==> src/rtl/crossing_pkg.sv <==
// crossing_pkg: shared types and limits for the crossing-register source and
// destination controllers.
//   xsrc_state_t  : source-side handshake FSM states
//   XSRC_SYNC_MIN : smallest legal acknowledge synchroniser depth
//   XSRC_SYNC_MAX : largest legal acknowledge synchroniser depth
package crossing_pkg;
  typedef enum logic [1:0] {
    IDLE     = 2'd0,
    LOAD     = 2'd1,
    ARM      = 2'd2,
    WAIT_ACK = 2'd3
  } xsrc_state_t;

  localparam int XSRC_SYNC_MIN = 2;
  localparam int XSRC_SYNC_MAX = 4;

  function automatic bit xsrc_sync_ok(input int n);
    return (n >= XSRC_SYNC_MIN) && (n <= XSRC_SYNC_MAX);
  endfunction
endpackage

==> src/rtl/crossing_reg_src_if.sv <==
// crossing_reg_src_if: write/crossing/handshake bundle of crossing_reg_src.
//   D_IN, EN      : write request from local logic
//   RDY           : write can be accepted this cycle
//   XD, XEN       : data and one-cycle load strobe to CrossingRegN
//   REQ_TGL       : request toggle to the destination domain
//   ACK_TGL       : acknowledge toggle back from the destination domain
// slave  : the source controller.
// master : its environment (local writer plus destination side).
interface crossing_reg_src_if #(
  parameter int width = 1
);
  logic [width-1:0] D_IN;
  logic             EN;
  logic             RDY;
  logic [width-1:0] XD;
  logic             XEN;
  logic             REQ_TGL;
  logic             ACK_TGL;

  modport master (output D_IN, EN, ACK_TGL, input RDY, XD, XEN, REQ_TGL);
  modport slave  (input D_IN, EN, ACK_TGL, output RDY, XD, XEN, REQ_TGL);
endinterface

==> src/rtl/sync_bit_n.sv <==
// sync_bit_n: stages-deep single-bit synchroniser, async active-low reset to 0.
//   i_clk   : destination clock
//   i_rst_n : asynchronous active-low reset
//   i_d     : asynchronous input bit
//   o_q     : synchronised bit (last stage)
module sync_bit_n #(
  parameter int stages = 2
) (
  input  logic i_clk,
  input  logic i_rst_n,
  input  logic i_d,
  output logic o_q
);
  logic [stages-1:0] r_sync;

  always_ff @(posedge i_clk or negedge i_rst_n) begin
    if (!i_rst_n) r_sync <= '0;
    else          r_sync <= {r_sync[stages-2:0], i_d};
  end

  assign o_q = r_sync[stages-1];
endmodule

==> src/rtl/crossing_reg_src.sv <==
// crossing_reg_src: source-domain controller feeding a CrossingRegN holding
// register. Loads XD/XEN for one cycle, toggles REQ_TGL one cycle later, then
// blocks until the resynchronised ACK_TGL matches REQ_TGL.
//   CLK, RST_N : source clock, asynchronous active-low reset
//   bus        : crossing_reg_src_if.slave (D_IN/EN/RDY/XD/XEN/REQ_TGL/ACK_TGL)
// Parameters: width (data width), init (reset value of XD), sync_stages (2..4).
// Optional macro CROSSING_REG_SRC_COALESCE_EN: RDY always 1; writes arriving
// while busy are coalesced into a hold register (last value wins) and launched
// straight from WAIT_ACK.
module crossing_reg_src
  import crossing_pkg::*;
#(
  parameter int               width       = 1,
  parameter logic [width-1:0] init        = '0,
  parameter int               sync_stages = 2
) (
  input logic                CLK,
  input logic                RST_N,
  crossing_reg_src_if.slave  bus
);
  if (!xsrc_sync_ok(sync_stages)) begin : g_bad_sync
    $error("crossing_reg_src: sync_stages must be within 2..4");
  end

  xsrc_state_t      r_state, w_nxt;
  logic [width-1:0] r_xd, w_xd;
  logic             r_xen, w_xen;
  logic             r_req, w_req;
  logic             w_ack_s;
  logic             w_rdy;
  logic             w_acc;

  sync_bit_n #(.stages(sync_stages)) u_ack_sync (
    .i_clk   (CLK),
    .i_rst_n (RST_N),
    .i_d     (bus.ACK_TGL),
    .o_q     (w_ack_s)
  );

`ifdef CROSSING_REG_SRC_COALESCE_EN
  logic [width-1:0] r_hold, w_hold;
  logic             r_pend, w_pend;
  assign w_rdy = 1'b1;
`else
  assign w_rdy = (r_state == IDLE);
`endif

  assign w_acc = bus.EN && w_rdy;

  always_comb begin
    w_nxt = r_state;
    w_xd  = r_xd;
    w_xen = 1'b0;
    w_req = r_req;
`ifdef CROSSING_REG_SRC_COALESCE_EN
    w_hold = r_hold;
    w_pend = r_pend;
`endif
    case (r_state)
      IDLE: begin
        if (w_acc) begin
          w_xd  = bus.D_IN;
          w_xen = 1'b1;
          w_nxt = LOAD;
        end
      end
      LOAD: w_nxt = ARM;
      // Request is toggled only after CrossingRegN has held XD for a cycle.
      ARM: begin
        w_req = ~r_req;
        w_nxt = WAIT_ACK;
      end
      WAIT_ACK: begin
        if (w_ack_s == r_req) begin
          w_nxt = IDLE;
`ifdef CROSSING_REG_SRC_COALESCE_EN
          // A fresh write on the exit cycle beats the held value.
          if (bus.EN) begin
            w_xd   = bus.D_IN;
            w_xen  = 1'b1;
            w_pend = 1'b0;
            w_nxt  = LOAD;
          end else if (r_pend) begin
            w_xd   = r_hold;
            w_xen  = 1'b1;
            w_pend = 1'b0;
            w_nxt  = LOAD;
          end
`endif
        end
      end
      default: w_nxt = IDLE;
    endcase
`ifdef CROSSING_REG_SRC_COALESCE_EN
    // Any write not launched directly this cycle lands in the hold register.
    if (bus.EN && !w_xen) begin
      w_hold = bus.D_IN;
      w_pend = 1'b1;
    end
`endif
  end

  always_ff @(posedge CLK or negedge RST_N) begin
    if (!RST_N) begin
      r_state <= IDLE;
      r_xd    <= init;
      r_xen   <= 1'b0;
      r_req   <= 1'b0;
    end else begin
      r_state <= w_nxt;
      r_xd    <= w_xd;
      r_xen   <= w_xen;
      r_req   <= w_req;
    end
  end

`ifdef CROSSING_REG_SRC_COALESCE_EN
  always_ff @(posedge CLK or negedge RST_N) begin
    if (!RST_N) begin
      r_hold <= init;
      r_pend <= 1'b0;
    end else begin
      r_hold <= w_hold;
      r_pend <= w_pend;
    end
  end
`endif

  assign bus.RDY     = w_rdy;
  assign bus.XD      = r_xd;
  assign bus.XEN     = r_xen;
  assign bus.REQ_TGL = r_req;
endmodule
==> src/flat_wrapper.sv <==
// flat-port wrapper written by rule: the top's interface ports become plain ports
module crossing_reg_src_flat import crossing_pkg::*;
#(
  parameter int               width       = 1,
  parameter logic [width-1:0] init        = '0,
  parameter int               sync_stages = 2
)
  (CLK, RST_N, bus_D_IN, bus_EN, bus_ACK_TGL, bus_RDY, bus_XD, bus_XEN, bus_REQ_TGL);
  crossing_reg_src_if #(.width(width)) bus_i ();
  input logic CLK;
  input logic RST_N;
  input wire logic [$bits(bus_i.D_IN)-1:0] bus_D_IN;
  input wire logic [$bits(bus_i.EN)-1:0] bus_EN;
  input wire logic [$bits(bus_i.ACK_TGL)-1:0] bus_ACK_TGL;
  output wire logic [$bits(bus_i.RDY)-1:0] bus_RDY;
  output wire logic [$bits(bus_i.XD)-1:0] bus_XD;
  output wire logic [$bits(bus_i.XEN)-1:0] bus_XEN;
  output wire logic [$bits(bus_i.REQ_TGL)-1:0] bus_REQ_TGL;
  assign bus_i.D_IN = bus_D_IN;
  assign bus_i.EN = bus_EN;
  assign bus_i.ACK_TGL = bus_ACK_TGL;
  assign bus_RDY = bus_i.RDY;
  assign bus_XD = bus_i.XD;
  assign bus_XEN = bus_i.XEN;
  assign bus_REQ_TGL = bus_i.REQ_TGL;
  crossing_reg_src #(.width(width), .init(init), .sync_stages(sync_stages)) u_core (.CLK(CLK), .RST_N(RST_N), .bus(bus_i));
endmodule
==> config.mk <==
export PLATFORM = sky130hd
export DESIGN_NAME = crossing_reg_src_flat
export DESIGN_NICKNAME = d
export VERILOG_FILES = /design/src/rtl/crossing_pkg.sv /design/src/rtl/crossing_reg_src_if.sv /design/src/rtl/sync_bit_n.sv /design/src/rtl/crossing_reg_src.sv /design/src/flat_wrapper.sv
export SDC_FILE = /design/constraint.sdc
export NUM_CORES = 1
export LEC_CHECK = 0
export ABC_AREA = 1
export BUFFER_PORTS_ARGS = -buffer_cell sky130_fd_sc_hd__clkbuf_2
export CAP_MARGIN = 15
export CORE_AREA = 2 2 39 41
export CTS_CLUSTER_SIZE = 25
export DETAILED_ROUTE_END_ITERATION = 8
export DIE_AREA = 0 0 41 43
export MAX_ROUTING_LAYER = met4
export PLACE_DENSITY = 0.55
export SKIP_CTS_REPAIR_TIMING = 1
export SYNTH_ARGS = -nofsm -noshare
export SYNTH_HDL_FRONTEND = slang
export SYNTH_HIERARCHICAL = 1
export SYNTH_SLANG_ARGS = --single-unit
export TNS_END_PERCENT = 30
==> constraint.sdc <==
create_clock -name CLK -period 1.75 [get_ports CLK]
set_input_delay 0.35 -clock CLK [delete_from_list [all_inputs] [get_ports CLK]]
set_output_delay 0.35 -clock CLK [all_outputs]
set_load 0.05 [all_outputs]
[After elaboration in Yosys (flattened, before gate mapping)]
Cells that the tools add are included.
Word-level totals
  flip-flop bits (word level): 7
  input port bits: 5
  output and inout bits: 4
Cells by class
  equality and inequality tests: 6
  muxes and demuxes: 5
  bitwise logic cells: 1
  reductions and logical operators: 4
Operators with widths (number)
  2-bit case mux with 4 select lines: 1
  2-bit equality test (second input constant): 2
  2-bit 2-to-1 mux: 2
  2-bit AND reduction: 2
  2-bit by 1-bit equality test with 1-bit output (second input constant): 1
  2-bit zero test: 1
  1-bit 2-to-1 mux: 2
  2-bit by 1-bit != test with 1-bit output (second input constant): 1
  2-bit != test (second input constant): 1
  1-bit equality test: 1
  1-bit logical AND: 1
  1-bit inverter: 1

[Longest topological paths before layout]
  word-level depth: 4
  mapped depth: 6

[Hierarchy]
The synthesis kept the hierarchy.
By module, submodules not included
  crossing_reg_src: instances 1, cells an instance 32, area each 285.3 µm², sequential area each 125.1 µm²
  sync_bit_n: instances 1, cells an instance 2, area each 50.0 µm², sequential area each 50.0 µm²

[Least setup slack after synthesis]
OpenSTA, ideal clock, no wires.
  path type: register to register
  from: register u_core.r_state[0]
  to: register u_core.r_state[1]
  arrival: 1.244 ns
  required time: 1.633 ns
  slack: 0.390 ns
  stages on the path, launching flop included: 6
  path buffers: 0
  path through: dfrtp_1 > inv_1 > ha_1 > nand2_2 > nand3_1 > nand2_1
Between the ends
  word-level cells in the longest chain between the ends: 4
  elaborated cells between the ends (all ways): 9
  those cells by class: 5 x eq/ne; 1 x mux; 3 x reduce/logical
RTL lines
  start: declaration: line crossing_reg_src.sv:25  | xsrc_state_t r_state, w_nxt;
  start signal: assignment: line crossing_reg_src.sv:110  | r_state <= w_nxt;
  2-bit zero test *: line crossing_reg_src.sv:45  | assign w_rdy = (r_state == IDLE);
  net bus_RDY: line flat_wrapper.sv:15  | output wire logic [$bits(bus_i.RDY)-1:0] bus_RDY;
  1-bit logical AND: line crossing_reg_src.sv:48  | assign w_acc = bus.EN && w_rdy;
  2-bit != test (no source line)
  2-bit AND reduction (no source line)
The timed path passes the listed nets; every way through them passes the cells marked *.
A chain may end at the register's enable or synchronous reset.

[Worst setup path after layout]
  from: register u_core.r_state[0]
  to: output bus_RDY
Between the ends
  word-level cells in the longest chain between the ends: 1
RTL lines (line)
  2-bit zero test: crossing_reg_src.sv:45
  end: declaration: flat_wrapper.sv:15
No other way between the ends.

==> summary.md <==
| Metric | Value |
|---|---|
| Required @ worst endpoint | `roughly 1.4 ns` |
| Drt via density | `~4.0` |
| GRT Total Usage | `approximately 8.4%` |
| Cell count along the critical path | `3` |
| Largest net degree at the start of global routing | `8` |
| Worst slew pin tran | `between 0.2 and 0.3 ns` |
| Setup slack at placement | `0.411 ns` |
| Area after DPL | `395 um^2` |
| YS warnings | `6` |
| Worst setup path endpoint | `bus_RDY` |
| Adder-Cell Fraction of Synth Area | `14.9%` |
| Crit Path Class | `reg -> out` |
| Clock Sinks | `7` |
| Die ar. | `~1800 um^2` |
| #FFs+latches synth | `7` |
| Crit-path slowest cell | `dfrtp_1` |
| FF-to-FF Start | `u_core/r_state[0]` |
| Mapped cell area | `between 300 and 400 um^2` |
| CP max stage delay | `about 0.39 ns` |
| Via count of the first global-routing pass | `about 250` |
| Tmin final | `1.58 ns` |
| Remaining DRCs | `0` |
| Buf/Inv on CP | `2` |
| Final antenna-violating net count | `0` |
| Status | `finished clean` |
| Hold Path Class | `in -> reg` |
| Critical path endpoint category | `primary output` |
| Slew Limit Fails | `0` |
| Worst-Skew Late Latency | `0.24 ns` |
| H-Tree Depth | `1` |
| Synth Area per Inst | `9.86 um^2` |
| Worst-path clk slew | `around 0.050 ns` |
| TritonCTS Buffers | `3` |
| Ports | `9` |
| Die height | `~43 um` |
| Antenna diodes | `0` |
| Critical R2R Capture | `u_core/r_state[0]` |
| Synth Area in XOR/XNOR | `between 2 and 3%` |
| Reg2reg setup slack | `~0.6 ns` |
| Worst Setup SP | `u_core/r_state[0]` |
| Setup violations, final | `0` |
| # rows | `14` |
| Final WL | `~530 um` |
| Mux contribution to synthesized area | `0%` |
| HPWL Detailed | `approximately 470 um` |
| CP startpoint kind | `flop` |
| P_leak | `roughly 0.25 nW` |
| Initial antenna violation count | `0` |
| Simple-Gate Fraction of Synth Area | `between 20% and 30%` |
| Yosys cell types | `10` |
| Final Skew | `a little under 0.0005 ns` |
| Main combinational cell family by area after synthesis | `simple AND/OR/NAND/NOR gates` |
| Share of cells above drive strength 1 | `between 30% and 40%` |
| CTS root buf | `clkbuf_4` |
| Top delay family on crit path | `buffers and inverters` |
| Crit path cell chain | `inv_1 > ha_1 > clkbuf_2` |
| Synth Area in Compound Gates | `0%` |
| Slew Limit Headroom | `between 80% and 90%` |
| Area Growth Syn to Fin | `28.7%` |
| DRT iter0 DRCs | `4` |
| Peak supply drop | `a little over 0.6 mV` |
| Wirelength per Cell | `roughly 8.4 um` |
| DR vias | `250` |
| Gate Count Post-Synth | `34` |
| Initial DRT Pass Iterations | `2` |
| Fin crit share | `between 90% and 100%` |
| CP max FO | `3` |
| RSZ-0062 raised after global routing | `false` |
| Fmax | `~0.63 GHz` |
| R2R cell count | `5` |
| CTS Buffer Depth | `2` |
| Final net count | `57` |
| Overflow after GRT | `0` |
| CTS tree | `built` |
| GP Congestion | `between 0.6 and 0.7` |
| Total core area | `around 1400 um^2` |
| Port bufs | `8` |
| CP arrival | `about 1.2 ns` |
| Final Instance Area | `about 430 um^2` |
| Max cap viols | `0` |
| Post-synthesis sequential area ratio | `between 50 and 60%` |
| Fin. Hold Viols | `0` |
| Most frequent cells in the layout | `9 x nand2_1, 8 x clkbuf_2, 7 x dfrtp_1` |
| Syn_nets | `43` |
| Chip Width | `slightly above 40 um` |
| Cell area power density | `1940 nW/um^2` |
| Setup TNS | `0 ns` |
| Initial Utilization | `~24%` |
| First-pass GRT wire length | `between 800 and 900 um` |
| Commonest non-fill, non-tap cell in the layout | `nand2_1` |
| Post-route setup slack | `around 0.17 ns` |
metal layers:
layer | global-route usage [%] | up-vias | share of wire, %
met2 | 12.5 | 7 | 55
met1 | 7.62 | 116 | 37
li1 | - | 127 | -
met4 | 4.00 | 0 | 0
met5 | - | - | 0
met3 | 6.28 | 0 | 7.6
flip-flops by register name (all words and copies together), names as in the netlist:
signal / flops
u_core/r_state: 2
u_core/u_ack_sync/r_sync: 2
u_core/bus.REQ_TGL: 1
u_core/bus.XD: 1
u_core/bus.XEN: 1
cell usage after synthesis:
master / number / area, um^2
nand3_2: 1 / 10.0
ha_1: 4 / 50.1
nand2_1: 9 / 33.8
dfrtp_1: 7 / 175
inv_1: 5 / 18.8
nand3_1: 2 / 10.0
nand2_2: 3 / 18.8
or2_1: 1 / 6.26
inv_2: 1 / 3.75
xor2_1: 1 / 8.76
cell families (layout without fill, tap and decap cells):
group / Yosys count / in the layout
and+or+nand+nor: 16 / 16
DFF: 7 / 7
buffers and inverters: 6 / 19
adders and majority gates: 4 / 4
xor gates and xnor gates: 1 / 1
power by group:
part	internal (W)	leakage, nW	switching (W)
combinational	0.000131	0.151	0.000303
sequential	0.000222	0.0847	0.0000453
clock	0.0000864	0.0150	0.0000501
total	0.000439	0.251	0.000398
how the worst min path moves through the flow:
stage	from	end	slack, ns	cells after the start
finish	bus_ACK_TGL	u_core/u_ack_sync/r_sync[0]	0.22	1
floorplan	RST_N	u_core/bus.REQ_TGL	0.05	0
global placement	RST_N	u_core/bus.REQ_TGL	0.19	1
detailed placement	RST_N	u_core/u_ack_sync/r_sync[1]	0.19	1
global route	bus_ACK_TGL	u_core/u_ack_sync/r_sync[0]	0.21	1
CTS	RST_N	u_core/bus.XEN	-0.07	1
layout make-up:
type                    count  area [um^2]
clock buffers               4         26.3
fillers                   161          952
inverters                   6         22.5
multi-input cells          21          138
flip-flops and latches      7          175
well taps                  16         20.0
repair buffers              9         50.0
per-stage QoR:
stage | cells | hold WS [ns] | util [%] | power [W]
4_1_cts | 62 | -0.0731 | 30.5 | 0.000855
3_5_place_dp | 58 | 0.189 | 28.6 | 0.000711
2_1_floorplan | 34 | 0.0544 | - | 0.000616
3_3_place_gp | 58 | 0.192 | 28.6 | 0.000708
6_report | 63 | 0.224 | 31.2 | 0.000838
5_1_grt | 63 | 0.208 | 31.2 | 0.000917
(Power assumes the default switching activity.)
